### src/rtl/edge_interval_timer.sv
// rtl/edge_interval_timer.sv - start/stop strobe interval timer with min/max/sample statistics
module edge_interval_timer #(
    parameter int          WIDTH   = 32,
    parameter int unsigned TIMEOUT = 50_000_000,
    parameter int          CNT_W   = 16
) (
    input  logic             clk,
    input  logic             rst,
    input  logic             start,
    input  logic             stop,
    input  logic             clear_stats,
    output logic             busy,
    output logic [WIDTH-1:0] interval,
    output logic             interval_valid,
    output logic             timeout,
    output logic [WIDTH-1:0] min_interval,
    output logic [WIDTH-1:0] max_interval,
    output logic [CNT_W-1:0] samples
);

    localparam logic [0:0]       ST_IDLE   = 1'b0;
    localparam logic [0:0]       ST_RUN    = 1'b1;
    localparam logic [WIDTH-1:0] TIMEOUT_W = WIDTH'(TIMEOUT);

    logic [0:0]       r_state;
    logic [WIDTH-1:0] r_counter;
    logic [WIDTH-1:0] r_interval;
    logic             r_valid;
    logic             r_timeout;
    logic [WIDTH-1:0] r_min;
    logic [WIDTH-1:0] r_max;
    logic [CNT_W-1:0] r_samples;

    logic             w_run;
    logic             w_done;
    logic             w_expire;
    logic [WIDTH-1:0] w_min_base;
    logic [WIDTH-1:0] w_max_base;
    logic [CNT_W-1:0] w_samp_base;
    logic [WIDTH-1:0] w_min_next;
    logic [WIDTH-1:0] w_max_next;
    logic [CNT_W-1:0] w_samp_next;

    // Start always wins over stop and timeout; stop wins over timeout.
    assign w_run    = (r_state == ST_RUN);
    assign w_done   = w_run && stop && !start;
    assign w_expire = w_run && !start && !stop && (r_counter == TIMEOUT_W);

    always_ff @(posedge clk) begin
        if (rst) begin
            r_state    <= ST_IDLE;
            r_counter  <= '0;
            r_interval <= '0;
            r_valid    <= 1'b0;
            r_timeout  <= 1'b0;
        end else begin
            r_valid   <= w_done;
            r_timeout <= w_expire;
            if (w_done) begin
                r_interval <= r_counter;
            end
            case (r_state)
                ST_IDLE: begin
                    if (start) begin
                        r_state   <= ST_RUN;
                        r_counter <= WIDTH'(1);
                    end
                end
                ST_RUN: begin
                    if (start) begin
                        r_counter <= WIDTH'(1);
                    end else if (w_done || w_expire) begin
                        r_state <= ST_IDLE;
                    end else begin
                        r_counter <= r_counter + WIDTH'(1);
                    end
                end
                default: r_state <= ST_IDLE;
            endcase
        end
    end

    // A clear coinciding with a completion folds into the cleared baseline, so the value becomes the first sample.
    always_comb begin
        w_min_base  = clear_stats ? '1 : r_min;
        w_max_base  = clear_stats ? '0 : r_max;
        w_samp_base = clear_stats ? '0 : r_samples;
        w_min_next  = w_min_base;
        w_max_next  = w_max_base;
        w_samp_next = w_samp_base;
        if (w_done) begin
            if (r_counter < w_min_base) w_min_next = r_counter;
            if (r_counter > w_max_base) w_max_next = r_counter;
            if (w_samp_base != '1)      w_samp_next = w_samp_base + CNT_W'(1);
        end
    end

    always_ff @(posedge clk) begin
        if (rst) begin
            r_min     <= '1;
            r_max     <= '0;
            r_samples <= '0;
        end else if (clear_stats || w_done) begin
            r_min     <= w_min_next;
            r_max     <= w_max_next;
            r_samples <= w_samp_next;
        end
    end

    assign busy           = w_run;
    assign interval       = r_interval;
    assign interval_valid = r_valid;
    assign timeout        = r_timeout;
    assign min_interval   = r_min;
    assign max_interval   = r_max;
    assign samples        = r_samples;

endmodule
### config.mk
export PLATFORM = sky130hd
export DESIGN_NAME = edge_interval_timer
export DESIGN_NICKNAME = d
export VERILOG_FILES = /design/src/rtl/edge_interval_timer.sv
export SDC_FILE = /design/constraint.sdc
export NUM_CORES = 1
export LEC_CHECK = 0
export ABC_CLOCK_PERIOD_IN_PS = 4490
export CAP_MARGIN = 20
export CORE_UTILIZATION = 57
export CTS_CLUSTER_SIZE = 40
export DETAILED_ROUTE_END_ITERATION = 8
export DONT_BUFFER_PORTS = 1
export PLACE_DENSITY = 0.72
export RECOVER_POWER = 100
export SLEW_MARGIN = 20
export SYNTH_ARGS = -nofsm -noshare
export SYNTH_HDL_FRONTEND = slang
export SYNTH_SLANG_ARGS = --single-unit
### constraint.sdc
create_clock -name clk -period 4.49 [get_ports clk]
set_input_delay 0.449 -clock clk [delete_from_list [all_inputs] [get_ports clk]]
set_output_delay 0.449 -clock clk [all_outputs]
set_load 0.05 [all_outputs]
# --- Word level (Yosys, flattened, before mapping) ---
# Index checks and enable logic that the tools add are counted.
# W data, S select, Z words.
word_totals:
  ff_bits: 147
  output_inout_bits: 115
  inputBits: 5
  elab_cells: 44
classes:
  bitwise_logic: 1
  n_lt_le_gt_ge: 2
  reduce_logical: 10
  n_mux: 17
  n_addsub: 2
  eq_ne: 4
ops:
  columns: ["cell", "count"]
  rows:
  - ["$mux W32", 9]
  - ["$pmux W32 S2", 1]
  - ["$mux W16", 3]
  - ["$add A32 B1 Y32 const B", 1]
  - ["$eq A32 B26 Y1 const B", 1]
  - ["$gt A32 B32 Y1", 1]
  - ["$lt A32 B32 Y1", 1]
  - ["$add A16 B1 Y16 const B", 1]
  - ["$ne A16 B16 Y1 const B", 1]
  - ["$logic_and A1 B1 Y1", 5]
  - ["$mux W1", 3]
  - ["$ne A3 B3 Y1 const B", 1]
  - ["$logic_not A1 Y1", 2]
  - ["$logic_or A1 B1 Y1", 2]
  - ["$ne A2 B2 Y1 const B", 1]
  - ["$pmux W1 S2", 1]
  - ["$reduce_and A2 Y1", 1]
  - ["$not A1 Y1", 1]

# --- Depth between registers and ports, before layout ---
# Gate-level depths: netlist (run 1).
logic_depth:
  word_depth: 8
  mapped_depth: 12
  mapped_depth_nobuf: 8

# --- Worst setup path after synthesis (run 1) ---
# OpenSTA, ideal clock, no wires.
synth_path:
  kind: "input-to-reg"
  start: "input port clear_stats"
  end: "register r_min[2], in the netlist min_interval[2]"
  n_path_buf: 4
  setup_ns: 0.072
  t_arrival_ns: 3.066
  setup_slack_ns: 1.353
  cell_stages: 12
  required_ns: 4.418
  cell_sequence: "clkbuf_1 > clkbuf_1 > clkbuf_1 > nor2_1 > ha_1 > a21oi_1 > o21ai_0 > a221o_1 > a211o_1 > a31oi_2 > buf_6 > mux2i_1"
synth_via:
  elab_chain_len: 4
  elab_cells_between_ends: 5
  classes_between: "order compare: 1; mux: 3; reduce/logical: 1"
synth_lines:
  columns: ["element", "line", "source"]
  rows:
  - ["from (decl)", "11", "input logic clear_stats,"]
  - ["$mux W32", "85", "w_min_base = clear_stats ? '1 : r_min;"]
  - ["$lt A32 B32 Y1", "92", "if (r_counter < w_min_base) w_min_next = r_counter;"]
  - ["$mux W32", "92", null]
  - ["$mux W32", "91", "if (w_done) begin"]
  - ["to (signal assigned)", "104", "r_min <= w_min_next;"]
  - ["to (decl)", "30", "logic [WIDTH-1:0] r_min;"]
# Several ways; a longest one is shown, not always the timed one.
# A chain may end at the register's enable or synchronous reset.

# --- Worst setup path after layout (run 1) ---
layout_path:
  start: "register r_max[27], in the netlist max_interval[27]"
  end: "register r_max[20], in the netlist max_interval[20]"
layout_via:
  elab_chain_len: 4
layout_lines:
  columns: ["element", "line", "source"]
  rows:
  - ["from (decl)", "31", "logic [WIDTH-1:0] r_max;"]
  - ["from (signal assigned)", "105", "r_max <= w_max_next;"]
  - ["$mux W32", "86", "w_max_base = clear_stats ? '0 : r_max;"]
  - ["$gt A32 B32 Y1", "93", "if (r_counter > w_max_base) w_max_next = r_counter;"]
  - ["$mux W32", "93", null]
  - ["$mux W32", "91", null]
# No other way between the ends.

==> impl_results.md, run 1 <==
* Outcome: finished with violations
* Failing checks: capacitance limit, slew limit
* Max-Cap Viols at 2
* Core ar. at 13,930 µm²
* CTS Root Cell: clkbuf_16
* Cell Area, Synth at 8164 µm²
* 1st-iter DRT viols at 665
* Hold-fix buffers, CTS at 0
* Async SR Flop Fraction at 0
* Worst-path clk slew at 0.06 ns
* Max Transition Viols Final at 87
* Startpoint Class: register
* Yosys warning count at 0
* Worst setup EP type: register
* Avg Cell Area, Syn at 8.339 µm²
* Largest net degree at the start of global routing at 189
* Clk pwr share at 0.504
* Vias in the first global route at 6,266
* Routed WL at 21,230 µm
* Layout cells sized above 1 at 0.06499
* Top_reg_cell synth: dfxtp_1
* N_diodes at 0
* Port Buffers at 0
* Register area at 2943 µm²
* Starting Density at 0.5859
* WL per Instance at 18.72 µm
* Yosys top cell by area: dfxtp_1
* CTS resizes at 0
* Depth of the CTS H-tree at 4
* Die area at 14,810 µm²
* Final setup TNS at 0 ns
* Post-synth cell types at 59
* Setup ws final at 0.6463 ns
* Hold Path Class: in -> reg
* Worst-Skew Late Latency at 0.43 ns
* Post-Syn Nets at 1,050
* Final #Nets at 1,012
* Setup bufs post-CTS at 0
* Multi-input gate area at 4803 µm²
* Yosys top cell area share at 0.3605
* Clock Skews at 0.01430 ns
* Combinational power share at 0.032
* GRT Overall Usage at 0.2905
* Final setup viols at 0
* Critical Path RT at 4.83 ns
* Commonest non-fill, non-tap cell in the layout: dfxtp_1
* Part of the power in registers at 0.464
* Fill count at 1,234
* DR DRC count at 0
* CP Class: reg -> reg
* Fmax at 260.2 MHz
* Global-route wire length before repair at 33,430 µm
* Data arrival time of the critical path at 4.19 ns
* Syn Inst Count at 979
* Critical Path Fanout Max at 33
* Clock sink total at 147
* CTS tree: built
* Hold Fails Final Rpt at 0
* Slew margin rel. at -0.2094
* Tcrit/Tclk final at 0.8561
* Post-route ant nets at 0
* Die W at 121.7 µm
* Leakage dissipation at 3.202 nW
* Rows at 43
* Finished Cell Area at 8778 µm²
* Top cells by area, synth: dfxtp_1 36%, ha_1 10%, mux2i_1 5.3%, nand2b_1 5.1%, nand2_1 4.7%
* RSZ-0062 raised after global routing: no
* Gpl congestion at 0.8421
* I/O pin count at 120
* Most frequent cells in the layout: 147 x dfxtp_1, 102 x nand2_1, 96 x nor2_1
* Hpwl dp at 13,740 µm
* Worst slew pin tran at 1.814 ns
* Layout area overhead at 7.525%
* PwrDens at 335.2 nW/µm²
* Tmin final at 3.844 ns
* Psw at 0.6647 mW
* Vert. Die Dim at 121.7 µm
* Global route overflow at 0
* Worst IR Drop VDD at 260.5 µV
* Register bit total from synthesis at 147
* Internal power at 2.278 mW
* Post-DP Area at 8179 µm²
* Cts bufs inserted at 17
* EDFF count, synth at 0
* Clk buf depth at 2
* Setup WS pre-CTS at 1.051 ns
* Routed vias/inst at 6.183
* Register area share after synthesis at 0.3605
* Total number of vias at 7,011
* DR pass1 iterations at 6
* Sw Share at 0.2259
* Initial antenna violation count at 0
-- stage by stage --
step,util,cells,hold slack [ns],power [mW]
6_report,0.6300,1134,0.1682,2.943
5_1_grt,0.6300,1134,0.08812,3.028
4_1_cts,0.6316,1134,0.08456,2.960
3_5_place_dp,0.5870,1102,0.5331,1.490
3_3_place_gp,0.5870,1102,0.5294,1.489
2_1_floorplan,-,979,0.4937,1.504
-- state kept, by name, indices dropped and copies added, names as in the netlist --
register	count
samples	16
interval_valid	1
r_counter	32
interval	32
busy	1
max_interval	32
timeout	1
min_interval	32
-- Yosys cell counts (8+ instances only) --
| cell | number |
|---|---|
| nand2b_1 | 66 |
| xor2_1 | 8 |
| buf_6 | 8 |
| nor4_1 | 10 |
| or3_1 | 19 |
| nand2_1 | 102 |
| inv_1 | 11 |
| o21ai_0 | 16 |
| mux2i_1 | 43 |
| or4_1 | 42 |
| dfxtp_1 | 147 |
| clkbuf_1 | 45 |
| xnor2_1 | 9 |
| nor2_1 | 97 |
| nand3_1 | 27 |
| nor3_1 | 34 |
| o21ai_1 | 23 |
| buf_2 | 10 |
| nand4_1 | 25 |
| a21oi_1 | 70 |
| ha_1 | 66 |
-- power groups by stage --
stage / logic [mW] / clock network (mW) / registers (mW)
6_report: 0.0951 / 1.48 / 1.37
3_3_place_gp: 0.0944 / 0 / 1.39
5_1_grt: 0.105 / 1.56 / 1.37
4_1_cts: 0.0967 / 1.50 / 1.37
3_5_place_dp: 0.0958 / 0 / 1.39
2_1_floorplan: 0.113 / 0 / 1.39
-- layer usage --
metal / global-route usage / vias up / wire, µm
li1: - / 3436 / -
met1: 0.3845 / 3306 / 9500
met2: 0.4570 / 239 / 9833
met3: 0.07444 / 30 / 1481
met4: 0.1011 / 0 / 409
met5: 0 / - / 0
-- critical path, cell delays in order, from the launching register on --
cell and delay [ns]:
dfxtp_1 0.64, nand2b_1 0.15, ha_1 0.34, nand4_1 0.16
or4_4 0.56, nor3b_1 0.21, o41a_1 0.90, nor2_2 0.32
buf_4 0.31, o21ai_0 0.17
-- layout make-up --
type | instances | share of cell area
multi-input cells | 746 | 0.5472
well taps | 180 | 0.02566
flip-flops and latches | 147 | 0.3352
clock buffers | 21 | 0.05359
inverters | 11 | 0.004704
repair buffers | 18 | 0.01639
clock inverters | 11 | 0.01725
-- worst paths after layout --
path	slack (ns)	to	depth (start not counted)	from
worst min-delay path	0.17	interval[18]	1	rst
worst max register to register	0.65	max_interval[20]	9	max_interval[27]
worst max-delay path	0.65	max_interval[20]	9	max_interval[27]
worst min register to register	0.60	interval[1]	2	r_counter[1]
-- kinds of logic (layout without fill, tap and decap cells) --
| family | count (synthesis) | after routing | synth area share |
|---|---|---|---|
| buf+inv | 86 | 61 | 0.05027 |
| xor+xnor | 17 | 17 | 0.01824 |
| simple gates | 463 | 463 | 0.3001 |
| fa+ha+maj | 66 | 66 | 0.1011 |
| mux | 43 | 43 | 0.05272 |
| compound gates | 157 | 157 | 0.1171 |
| flops | 147 | 147 | 0.3605 |
Note: power is estimated with default switching activity, not from simulation.
==> run 2, diff against run 1 <==
==> constraint.sdc (replaced) <==
create_clock -name clk -period 4.49 [get_ports clk]
set_input_delay 1.347 -clock clk [delete_from_list [all_inputs] [get_ports clk]]
set_output_delay 1.347 -clock clk [all_outputs]
set_load 0.05 [all_outputs]
==> run 2 against run 1 <==
Effect of this change: the flow still finishes with violations (capacitance limit, slew limit); power grew 1.6%; flip-flop and latch count is the same; utilization grew 0.22 points; combinational power shrank 1%; hold slack gained 0.42 ns; clock power grew 3%; first-iteration DRC count shrank 10%; cell count grew 0.71%; maximum frequency shrank 2.9%; wire length grew 0.49%; die area is the same; critical path depth is the same.
==> impl_results.md, run 2 (same netlist as run 1, synthesis figures left out) <==
* Worst-Skew Late Latency at 0.43 ns (about the same)
* Slew margin rel. at -0.01026 (+0.1991)
* Outcome: finished with violations
* Final setup TNS at 0 ns (unchanged)
* WL per Instance at 18.68 µm (-0.22%)
* Leakage dissipation at 3.237 nW (+1.1%)
* N_diodes at 0 (unchanged)
* GRT Overall Usage at 0.2932 (+0.002664)
* Global route overflow at 0 (unchanged)
* CTS resizes at 0 (unchanged)
* Most frequent cells in the layout: 147 x dfxtp_1, 102 x nand2_1, 97 x nor2_1
* Routed length on met1 at 9378 µm (-1.3%)
* PwrDens at 339.3 nW/µm² (+1.2%)
* Critical Path RT at 4.75 ns (-0.08 ns)
* Crit path max-delay cell type: clkbuf_1
* Setup WS pre-CTS at 0.5073 ns (-0.5436 ns)
* Clock sink total at 147 (unchanged)
* Clock Skews at 0.008565 ns (-0.005735 ns)
* DR DRC count at 0 (unchanged)
* CP peak stage delay at 0.86 ns (-0.04 ns)
* Port Buffers at 0 (unchanged)
* CP Class: in -> reg
* Post-route ant nets at 0 (unchanged)
* R2R depth at 9 (unchanged)
* Tcrit/Tclk final at 0.8820 (+0.02595)
* Final #Nets at 1,021 (+0.89%)
* Worst hold endpoint: interval[1]
* Setup ws final at 0.5298 ns (-0.1165 ns)
* Reg2reg end: max_interval[27]
* Global-route wire length before repair at 33,510 µm (+0.25%)
* Die W at 121.7 µm (unchanged)
* Commonest non-fill, non-tap cell in the layout: dfxtp_1
* Routed WL at 21,330 µm (+0.49%)
* Fmax at 252.5 MHz (-2.9%)
* Tmin final at 3.960 ns (+0.1165 ns)
* I/O pin count at 120 (unchanged)
* Gpl congestion at 0.8889 (+5.6%)
* WHS Path Cells at 2 (+1)
* Worst slew pin tran at 1.515 ns (-0.2987 ns)
* CTS tree: built
* Startpoint Class: input pin
* Vias in the first global route at 6,393 (+2.0%)
* Rows at 43 (unchanged)
* Met2 Routed Length at 9882 µm (+0.50%)
* Worst-path clk slew at 0.06 ns (about the same)
* Initial antenna violation count at 0 (unchanged)
* Depth of the CTS H-tree at 4 (unchanged)
* Starting Density at 0.5859 (unchanged)
* Met3 WL post-DR at 1514 µm (+2.2%)
* Critical Path Fanout Max at 107 (+220%)
* Core Util, Final at 0.6321 (+0.002155)
* Overall power at 2.989 mW (+1.6%)
* Routed vias/inst at 6.161 (-0.35%)
* Setup bufs post-CTS at 0 (unchanged)
* Max Transition Viols Final at 23 (-74%)
* Crit path max-delay family: simple AND/OR/NAND/NOR gates
* Data arrival time of the critical path at 4.22 ns (+0.03 ns)
* Layout cells sized above 1 at 0.06445 (-0.0005405)
* Buf+Inv Stages, Crit Path at 1 (unchanged)
* DR pass1 iterations at 5 (-1)
* RSZ-0062 raised after global routing: no
* Most frequent cell on the critical path: or4_1
* Hold Path Class: reg -> reg
* Failing checks: capacitance limit, slew limit
* Hold path start: r_counter[1]
* Worst IR Drop VDD at 232.6 µV (-11%)
* Critical path, cell by cell: nand2b_1 -> ha_1 -> nand4_1 -> or4_1 -> nor3b_1 -> o41a_2 -> clkbuf_1 -> or4_1 -> o21ai_1
* DR top layer: met4
* Worst setup EP type: register
* 1st-iter DRT viols at 596 (-10%)
* Cts bufs inserted at 17 (unchanged)
* Largest net degree at the start of global routing at 189 (unchanged)
* Critical R2R Launch: max_interval[30]
* Hold slack at 0.5845 ns (+0.4163 ns)
* Max-Cap Viols at 1 (-1)
* Hold Fails Final Rpt at 0 (unchanged)
* Layout area overhead at 7.893%
* Total number of vias at 7,036 (+0.36%)
* Core ar. at 13,930 µm² (unchanged)
* Clk buf depth at 2 (unchanged)
* Hpwl dp at 14,000 µm (+1.9%)
* Die area at 14,810 µm² (unchanged)
* Hold-fix buffers, CTS at 0 (unchanged)
* Vert. Die Dim at 121.7 µm (unchanged)
* FF-to-FF setup slack at 0.80 ns (+0.15 ns)
* CTS Root Cell: clkbuf_16
* Final setup viols at 0 (unchanged)
[run 2: changes by cell type in the layout (fill, tap and decap cells not counted), sizes merged]
cell,previous run,this run
buf,17,22
bufinv,3,4
clkbuf,22,25
clkinvlp,1,0
clkinv,6,4
inv,12,14
[run 2: cell type report]
| cell class | count | area [µm²] |
|---|---|---|
| Clock inverter | 11 | 173.9 |
| Multi-Input combinational cell | 746 | 4785 |
| Inverter | 11 | 41.29 |
| Clock buffer | 20 | 456.7 |
| Fill cell | 1231 | 5126 |
| Sequential cell | 147 | 2943 |
| Timing Repair Buffer | 27 | 183.9 |
| Tap cell | 180 | 225.2 |
[run 2: worst max path at each step]
stage | start | to | depth (start not counted)
CTS | clear_stats | max_interval[19] | 9
finish | clear_stats | max_interval[27] | 9
global placement | clear_stats | max_interval[18] | 9
floorplan | clear_stats | min_interval[2] | 12
global route | clear_stats | max_interval[2] | 9
detailed placement | clear_stats | max_interval[18] | 9
[run 2: report_power, final]
group	internal (mW)	switching, mW
clock	0.961	0.566
sequential	1.32	0.0512
combinational	0.0412	0.0528
total	2.32	0.670
[run 2: worst min-delay path, stage by stage, from the launching register on]
cell and delay, ns:
dfxtp_1 0.39, nand2_1 0.09, a21oi_1 0.06
[run 2: metrics by stage]
step	cell area, µm²	std cells
3_3_place_gp	8234	1111
2_1_floorplan	8164	979
5_1_grt	8808	1142
3_5_place_dp	8234	1111
6_report	8808	1142
4_1_cts	8865	1142
[run 2: layer usage]
metal	global-route usage	up-vias
met1	0.3793	3301
met2	0.4677	239
met4	0.1242	0
met3	0.06695	39
met5	0	-
li1	-	3457
==> run 3, diff against run 2 <==
CORE_MARGIN = 1.5   (was not set)
==> run 3 against run 2 <==
Effect of this change: the flow still finishes with violations (capacitance limit, slew limit); register-to-register slack better by 0.09 ns; largest power group unchanged; largest cell class unchanged; first-iteration DRC count down 7.6%; wire length down 1.4%; critical endpoint is now min_interval[17]; utilization down 0.95 points; setup slack better by 0.12 ns; flip-flop and latch count unchanged; sequential power about the same.
==> impl_results.md, run 3 (same netlist as run 1, synthesis figures left out) <==
* Die area at 15,050 µm² (+1.7%)
* Vias in the first global route at 6,362 (-0.48%)
* Final setup viols at 0 (unchanged)
* R2R depth at 9 (unchanged)
* Hpwl dp at 13,270 µm (-5.2%)
* Layout area overhead at 6.268%
* CP Class: in -> reg
* I/O pin count at 120 (unchanged)
* Fmax at 260.5 MHz (+3.2%)
* Routed length on met1 at 9437 µm (+0.63%)
* Worst IR Drop VDD at 283.5 µV (+22%)
* DR DRC count at 0 (unchanged)
* Most frequent cells in the layout: 147 x dfxtp_1, 102 x nand2_1, 97 x nor2_1
* Startpoint Class: input pin
* Post-DP Area at 8117 µm² (-1.4%)
* RSZ-0062 raised after global routing: no
* Initial antenna violation count at 0 (unchanged)
* Layout cells sized above 1 at 0.05397 (-0.01048)
* Worst slew pin tran at 1.810 ns (+0.2949 ns)
* CTS resizes at 0 (unchanged)
* PwrDens at 334.5 nW/µm² (-1.4%)
* 1st-iter DRT viols at 551 (-7.6%)
* Fill count at 1,213 (-1.5%)
* Leakage dissipation at 3.140 nW (-3.0%)
* WHS Path Cells at 2 (unchanged)
* Final setup TNS at 0 ns (unchanged)
* Largest net degree at the start of global routing at 189 (unchanged)
* Gpl congestion at 0.8891 (about the same)
* WL per Instance at 18.69 µm (about the same)
* Critical Path Fanout Max at 107 (unchanged)
* Finished Cell Area at 8676 µm² (-1.5%)
* Clk buf depth at 2 (unchanged)
* Hold Fails Final Rpt at 0 (unchanged)
* Depth of the CTS H-tree at 4 (unchanged)
* Global route overflow at 0 (unchanged)
* Met3 WL post-DR at 1603 µm (+5.9%)
* Met2 Routed Length at 9555 µm (-3.3%)
* Core ar. at 13,930 µm² (unchanged)
* Routed vias/inst at 6.156 (about the same)
* Total number of vias at 6,926 (-1.6%)
* Outcome: finished with violations
* Post-route ant nets at 0 (unchanged)
* Failing checks: capacitance limit, slew limit
* Slew margin rel. at -0.2068 (-0.1966)
* Setup bufs post-CTS at 0 (unchanged)
* Max Transition Viols Final at 37 (+61%)
* DR pass1 iterations at 5 (unchanged)
* Data arrival time of the critical path at 4.19 ns (-0.03 ns)
* Commonest non-fill, non-tap cell in the layout: dfxtp_1
* Port Buffers at 0 (unchanged)
* DR top layer: met4
* Clock sink total at 147 (unchanged)
* Final #Nets at 1,004 (-1.7%)
* Cts bufs inserted at 17 (unchanged)
* Die W at 122.7 µm (+0.82%)
* Tmin final at 3.839 ns (-0.1214 ns)
* Tcrit/Tclk final at 0.8550 (-0.02704)
* Routed WL at 21,020 µm (-1.4%)
* Global-route wire length before repair at 33,570 µm (+0.16%)
* CTS tree: built
* Rows at 43 (unchanged)
* Hold Path Class: reg -> reg
* Max-Cap Viols at 1 (unchanged)
* Hold-fix buffers, CTS at 0 (unchanged)
* Critical Path RT at 4.84 ns (+0.09 ns)
* Starting Density at 0.5859 (unchanged)
* Worst-path clk slew at 0.06 ns (about the same)
* Clock Skews at 0.009208 ns (+0.0006436 ns)
* Register area at 2943 µm² (unchanged)
* Vert. Die Dim at 122.7 µm (+0.82%)
* Worst setup EP type: register
* GRT Overall Usage at 0.2856 (-0.007595)
* Multi-input gate area at 4795 µm² (+0.21%)
* Worst-Skew Late Latency at 0.43 ns (about the same)
* N_diodes at 0 (unchanged)
* CTS Root Cell: clkbuf_16
run 3: final cells by class:
| cell class | count | area share |
|---|---|---|
| multi-input cells | 746 | 0.5526 |
| flip-flops and latches | 147 | 0.3392 |
| clock buffers | 19 | 0.05221 |
| well taps | 180 | 0.02596 |
| clock inverters | 12 | 0.01644 |
| repair buffers | 10 | 0.008797 |
| inverters | 11 | 0.004759 |
run 3: final timing paths:
| path | start | endpoint | slack (ns) |
|---|---|---|---|
| hold / removal | r_counter[1] | interval[1] | 0.58 |
| setup reg to reg | min_interval[30] | min_interval[17] | 0.89 |
| hold reg to reg | r_counter[1] | interval[1] | 0.58 |
| setup / recovery | clear_stats | min_interval[17] | 0.65 |
run 3: through the flow:
| step | worst slack (ns) | std cells | hold WS, ns | power [mW] | util |
|---|---|---|---|---|---|
| 5_1_grt | 0.4384 | 1125 | 0.6186 | 2.983 | 0.6226 |
| 4_1_cts | 1.018 | 1125 | 0.5755 | 2.931 | 0.6252 |
| 3_3_place_gp | 0.6227 | 1094 | 0.5677 | 1.490 | 0.5825 |
| 6_report | 0.6512 | 1125 | 0.5832 | 2.902 | 0.6226 |
| 3_5_place_dp | 0.5981 | 1094 | 0.5744 | 1.491 | 0.5825 |
| 2_1_floorplan | 0.4546 | 979 | 0.4937 | 1.504 | - |
run 3: worst max-delay path, stage by stage:
cell and delay [ns]:
nor2_1 0.05, ha_1 0.33, a21oi_1 0.14, o21ai_0 0.10, a221o_1 0.36, a211o_1 0.22, a31oi_1 1.02, buf_4 0.38
mux2i_1 0.19
run 3: layer usage:
metal,up-vias,track usage
met1,3207,0.3798
met4,0,0.09375
met3,34,0.06273
li1,3425,-
met2,260,0.4590
met5,-,0
run 3: power by group:
group          switching [mW]  total (mW)  internal, mW
Clock                   0.586        1.44         0.856
Sequential             0.0513        1.37          1.32
Combinational          0.0524      0.0930        0.0406
